### config.mk
export PLATFORM = sky130hd
export DESIGN_NAME = button_event
export DESIGN_NICKNAME = d
export VERILOG_FILES = /design/src/rtl/button_event_pkg.sv /design/src/rtl/edge_detect.sv /design/src/rtl/button_event.sv
export SDC_FILE = /design/constraint.sdc
export NUM_CORES = 1
export LEC_CHECK = 0
export BUFFER_PORTS_ARGS = -buffer_cell sky130_fd_sc_hd__buf_2
export CORE_MARGIN = 5
export CORE_UTILIZATION = 55
export CTS_BUF_LIST = sky130_fd_sc_hd__clkbuf_4 sky130_fd_sc_hd__clkbuf_8
export DETAILED_ROUTE_END_ITERATION = 10
export PLACE_DENSITY_LB_ADDON = 0.25
export SLEW_MARGIN = 20
export SYNTH_ARGS = -nofsm -noshare
export SYNTH_HDL_FRONTEND = slang
export SYNTH_SLANG_ARGS = --single-unit
### constraint.sdc
create_clock -name clk -period 2.21 [get_ports clk]
set_input_delay 0 -clock clk [delete_from_list [all_inputs] [get_ports clk]]
set_output_delay 0 -clock clk [all_outputs]
set_load 0.01 [all_outputs]
### src/rtl/button_event_pkg.sv
// Shared types for the button event classifier.
// State encoding and the registered event bundle.
package button_event_pkg;

  typedef enum logic [1:0] {
    IDLE = 2'd0,
    HELD = 2'd1,
    LONG = 2'd2
  } state_t;

  typedef struct packed {
    logic press;
    logic release_evt;
    logic short_press;
    logic long_press;
    logic repeat_evt;
  } evt_t;

  localparam evt_t EVT_NONE = '0;

  function automatic logic is_active(state_t s);
    return s != IDLE;
  endfunction

endpackage

### src/rtl/edge_detect.sv
// Registers din and qualifies rise/fall edges.
// Edges are masked until one clock after reset.
module edge_detect (
  input  logic clk,
  input  logic rst,
  input  logic din,
  output logic rise,
  output logic fall
);

  logic din_q;
  logic armed;

  // Previous level plus an arm flag set by the first post-reset edge
  always_ff @(posedge clk or posedge rst) begin
    if (rst) begin
      din_q <= 1'b0;
      armed <= 1'b0;
    end else begin
      din_q <= din;
      armed <= 1'b1;
    end
  end

  assign rise = armed & din & ~din_q;
  assign fall = armed & ~din & din_q;

endmodule

### src/rtl/button_event.sv
// Press / release / short / long / auto-repeat classifier.
// release and repeat are SV keywords, hence the _evt names.
module button_event
  import button_event_pkg::*;
#(
  parameter int LONG_CYCLES   = 50000000,
  parameter int REPEAT_CYCLES = 10000000,
  parameter int REPEAT_EN     = 1,
  parameter int CNT_W         = 27
) (
  input  logic clk,
  input  logic rst,
  input  logic din,
  output logic press,
  output logic release_evt,
  output logic short_press,
  output logic long_press,
  output logic repeat_evt,
  output logic held
);

  localparam logic [CNT_W-1:0] LONG_TC =
    CNT_W'(LONG_CYCLES - 1);
  localparam logic [CNT_W-1:0] REPEAT_TC =
    CNT_W'(REPEAT_CYCLES - 1);
  localparam logic [CNT_W-1:0] CNT_ONE =
    CNT_W'(1);

  logic rise;
  logic fall;

  state_t           state;
  state_t           state_n;
  logic [CNT_W-1:0] cnt;
  logic [CNT_W-1:0] cnt_n;
  evt_t             evt_n;
  logic             held_n;

  edge_detect u_edge (
    .clk  (clk),
    .rst  (rst),
    .din  (din),
    .rise (rise),
    .fall (fall)
  );

  // Next state, hold counter and next-cycle event pulses
  always_comb begin
    state_n = state;
    cnt_n   = cnt;
    evt_n   = EVT_NONE;
    unique case (state)
      IDLE: begin
        if (rise) begin
          state_n     = HELD;
          cnt_n       = '0;
          evt_n.press = 1'b1;
        end
      end
      HELD: begin
        if (fall) begin
          state_n           = IDLE;
          cnt_n             = '0;
          evt_n.short_press = 1'b1;
          evt_n.release_evt = 1'b1;
        end else if (din) begin
          if (cnt == LONG_TC) begin
            state_n          = LONG;
            cnt_n            = '0;
            evt_n.long_press = 1'b1;
          end else begin
            cnt_n = cnt + CNT_ONE;
          end
        end
      end
      LONG: begin
        if (fall) begin
          state_n           = IDLE;
          cnt_n             = '0;
          evt_n.release_evt = 1'b1;
        end else if (din) begin
          if (REPEAT_EN == 0) begin
            cnt_n = '0;
          end else if (cnt == REPEAT_TC) begin
            cnt_n            = '0;
            evt_n.repeat_evt = 1'b1;
          end else begin
            cnt_n = cnt + CNT_ONE;
          end
        end
      end
      default: begin
        state_n = IDLE;
        cnt_n   = '0;
      end
    endcase
    held_n = is_active(state_n);
  end

  // State, counter and all outputs are registered
  always_ff @(posedge clk or posedge rst) begin
    if (rst) begin
      state       <= IDLE;
      cnt         <= '0;
      press       <= 1'b0;
      release_evt <= 1'b0;
      short_press <= 1'b0;
      long_press  <= 1'b0;
      repeat_evt  <= 1'b0;
      held        <= 1'b0;
    end else begin
      state       <= state_n;
      cnt         <= cnt_n;
      press       <= evt_n.press;
      release_evt <= evt_n.release_evt;
      short_press <= evt_n.short_press;
      long_press  <= evt_n.long_press;
      repeat_evt  <= evt_n.repeat_evt;
      held        <= held_n;
    end
  end

endmodule

==> out/metrics.yaml <==
synth:
  synth_top_cell_area_share_pct: 45.2
  postSynthCellCount: 221
  syn_area_um2: 2050
  ys_seq_area_share_pct: 45.2
  yosys_warnings: 0
  synth.area.top_cells: "dfrtp_1, a31oi_1, nand3_1"
  ys.flop_type: "dfrtp_1"
  yosysUniqueCellTypes: 41
  synth-seq-cells: 37
  synth-edff-count: 0
  ys_async_sr_fraction_pct: 100
  avgSynthCellArea_um2: 9.26
  syn_nets: 229
  synth.most_common_cell: "dfrtp_1"
  yosysTopAreaCell: "dfrtp_1"
  yosys-top-cells-count: "dfrtp_1, a31oi_1, nand2_1, nand3_1"
power:
  power_density_nw_per_um2: 655
  comb_power_share_pct: 31.6
  seqPwrFrac_pct: 40.9
  p_total_mw: 1.76
  clkPwrFrac_pct: 27.5
  netSwitchingFraction_pct: 32.7
  ir_worst_vdd_v: 0.000339
  power_switching_mw: 0.577
  intPower_mw: 1.19
  power_leakage_nw: 1.24
sta:
  rsz0062_at_grt: "true"
  fin_hold_ws_ps: 376
  fin_ws_ps: -316
  min_period_ps: 2530
  slew_headroom_pct: 51.7
  setup-tns-final_ps: -5460
  min_period_over_period_pct: 114
  clock_skew_ps: 5.79
  finalHoldViolCount: 0
  finalSetupViolations: 30
  worst_pin_slew_ps: 724
  fmaxAchievable_mhz: 396
  slew_viol_final: 0
setup_path:
  critical_path_class: "reg -> reg"
  worstPathCellList: "or4_1 > or4_4 > o31ai_4 > a211oi_4 > buf_4 > and3_1 > a221o_1"
  endpoint_kind: "flip-flop"
  crit_slowest_cell: "or4_4"
  critPathRequiredTime_ps: 2390
  cp_top_family: "simple AND/OR/NAND/NOR gates"
  startpoint_type: "flip-flop"
  critPathMaxStageDelay_ps: 530
  path_buf_inv: 1
  path_max_fanout: 5
  rr_endpoint: "cnt[10]"
  r2r_setup_slack_ps: -320
  reg2reg_depth: 7
  reg2reg_from: "cnt[11]"
  cp_data_arrival_time_ps: 2700
clock_network:
  tritoncts: "done"
  clock-sinks: 37
  clk_latency_ps: 290
  root_buffer: "clkbuf_8"
  clk_pin_slew_ps: 70
  ctsLongestPathBuffers: 2
  cts_max_level: 2
  cts-buffers-inserted: 5
global_routing:
  grt_max_degree: 22
  grt_usage_pct: 20.7
  overflow: 0
  antenna_found_initial: 0
  grt_pass1_vias: 1853
  grt_pass1_wl_mm: 8.43
layout:
  fin_nets: 289
  fill_cells: 273
  drive_gt1_share_pct: 30.9
  final_util_pct: 74.1
  fin_cells: 330
  antennaDiodeCount: 0
  finalInstanceArea_um2: 2690
  area_growth_pct: 31.5
routing:
  routed_wl_mm: 5.02
  wl_per_cell_um: 15.2
  viasPerCell: 5.85
  drtPass1Iterations: 4
  ant_nets: 0
  drc: 0
  vias: 1929
  drt_iter0_markers: 182
hold_path:
  holdCritPathClass: "in -> async"
outcome:
  violations: "setup timing"
  outcome: "finished, violations left"
placed_design:
  dp_slack_ps: -336
  hpwl_mm: 3.35
  dpl_cell_area_um2: 2460
  place_congestion: 0.883
  dp_cells: 311
  io_buffers: 8
die:
  coreArea_um2: 3630
  die_height_um: 71.0
  dieArea_um2: 5040
  start_util_pct: 56.3
  die_w_um: 71.0
  rows: 22
  ios: 9
run:
  max_cap_violations: 0
==> tightest hold or removal path: stages <==
cell and delay, ps:
dlygate4sd3_1 530, buf_2 120, inv_1 520
==> routing by layer <==
| metal | track usage [%] | share of wire [%] |
|---|---|---|
| met1 | 27.6 | 46 |
| met2 | 33.6 | 48 |
| met3 | 3.98 | 5.2 |
| met4 | 7.10 | 0.90 |
| met5 | 0 | 0 |
==> registers in the layout, indices dropped and copies added, names as in the netlist <==
register,cells
u_edge.din_q,1
held,1
state,2
release_evt,1
cnt,27
long_press,1
repeat_evt,1
press,1
u_edge.armed,1
short_press,1
==> layout by cell type, fill, tap and decap left out, drive strengths merged, types with 5 or more instances in the layout <==
cell and instances:
nand2 15, nand4 10, buf 62, xnor2 5, clkbuf 7, and3 8
a31oi 17, dfrtp 37, nand3 15, ha 5, inv 11, o21ai 9
nor2 14, a21oi 14, a22o 6
==> how the worst max path moves through the flow <==
stage	endpoint	cells after the start	slack, ps	from
after CTS	cnt[0]	6	-220	cnt[8]
after global routing	cnt[10]	7	-390	cnt[11]
after floorplan	cnt[19]	8	-180	cnt[7]
after global placement	cnt[0]	6	-210	cnt[8]
after detailed placement	cnt[9]	9	-340	state[0]
final	cnt[10]	7	-320	cnt[11]
==> final cells by class <==
cell class / count / area (um^2) / share of cell area, %
multi-input cells: 162 / 1080 / 40.3
flip-flops and latches: 37 / 926 / 34.4
repair buffers: 64 / 489 / 18.2
clock buffers: 7 / 83.8 / 3.11
well taps: 48 / 60.1 / 2.23
inverters: 11 / 41.3 / 1.53
clock inverters: 1 / 7.51 / 0.279
==> logic make-up after synthesis <==
family | count (synthesis) | synth area share (%)
and+or+nand+nor | 91 | 24.4
AOI/OAI and AO/OA | 57 | 18.3
DFF | 37 | 45.2
buffers and inverters | 23 | 5.56
adders and majority gates | 5 | 3.06
xor gates and xnor gates | 5 | 2.14
muxes | 2 | 1.04
other | 1 | 0.183
==> power by group through the flow <==
stage | Combinational [mW] | Sequential (mW) | Clock (mW)
2_1_floorplan | 0.264 | 0.744 | 0
3_3_place_gp | 0.495 | 0.733 | 0
3_5_place_dp | 0.499 | 0.736 | 0
4_1_cts | 0.523 | 0.721 | 0.494
5_1_grt | 0.609 | 0.725 | 0.523
6_report | 0.557 | 0.721 | 0.485
==> timing repair <==
| action | in CTS | in global routing |
|---|---|---|
| pin swaps | 2 | 2 |
| cloned | 0 | 1 |
| hold buffers | 2 | 0 |
| gates resized for setup | 10 | 1 |
| endpoints found under the hold margin | 18 | 0 |
| endpoints found under the setup margin | 30 | 30 |
| setup buffers | 3 | 5 |
Note: power is estimated with default switching activity, not from simulation.
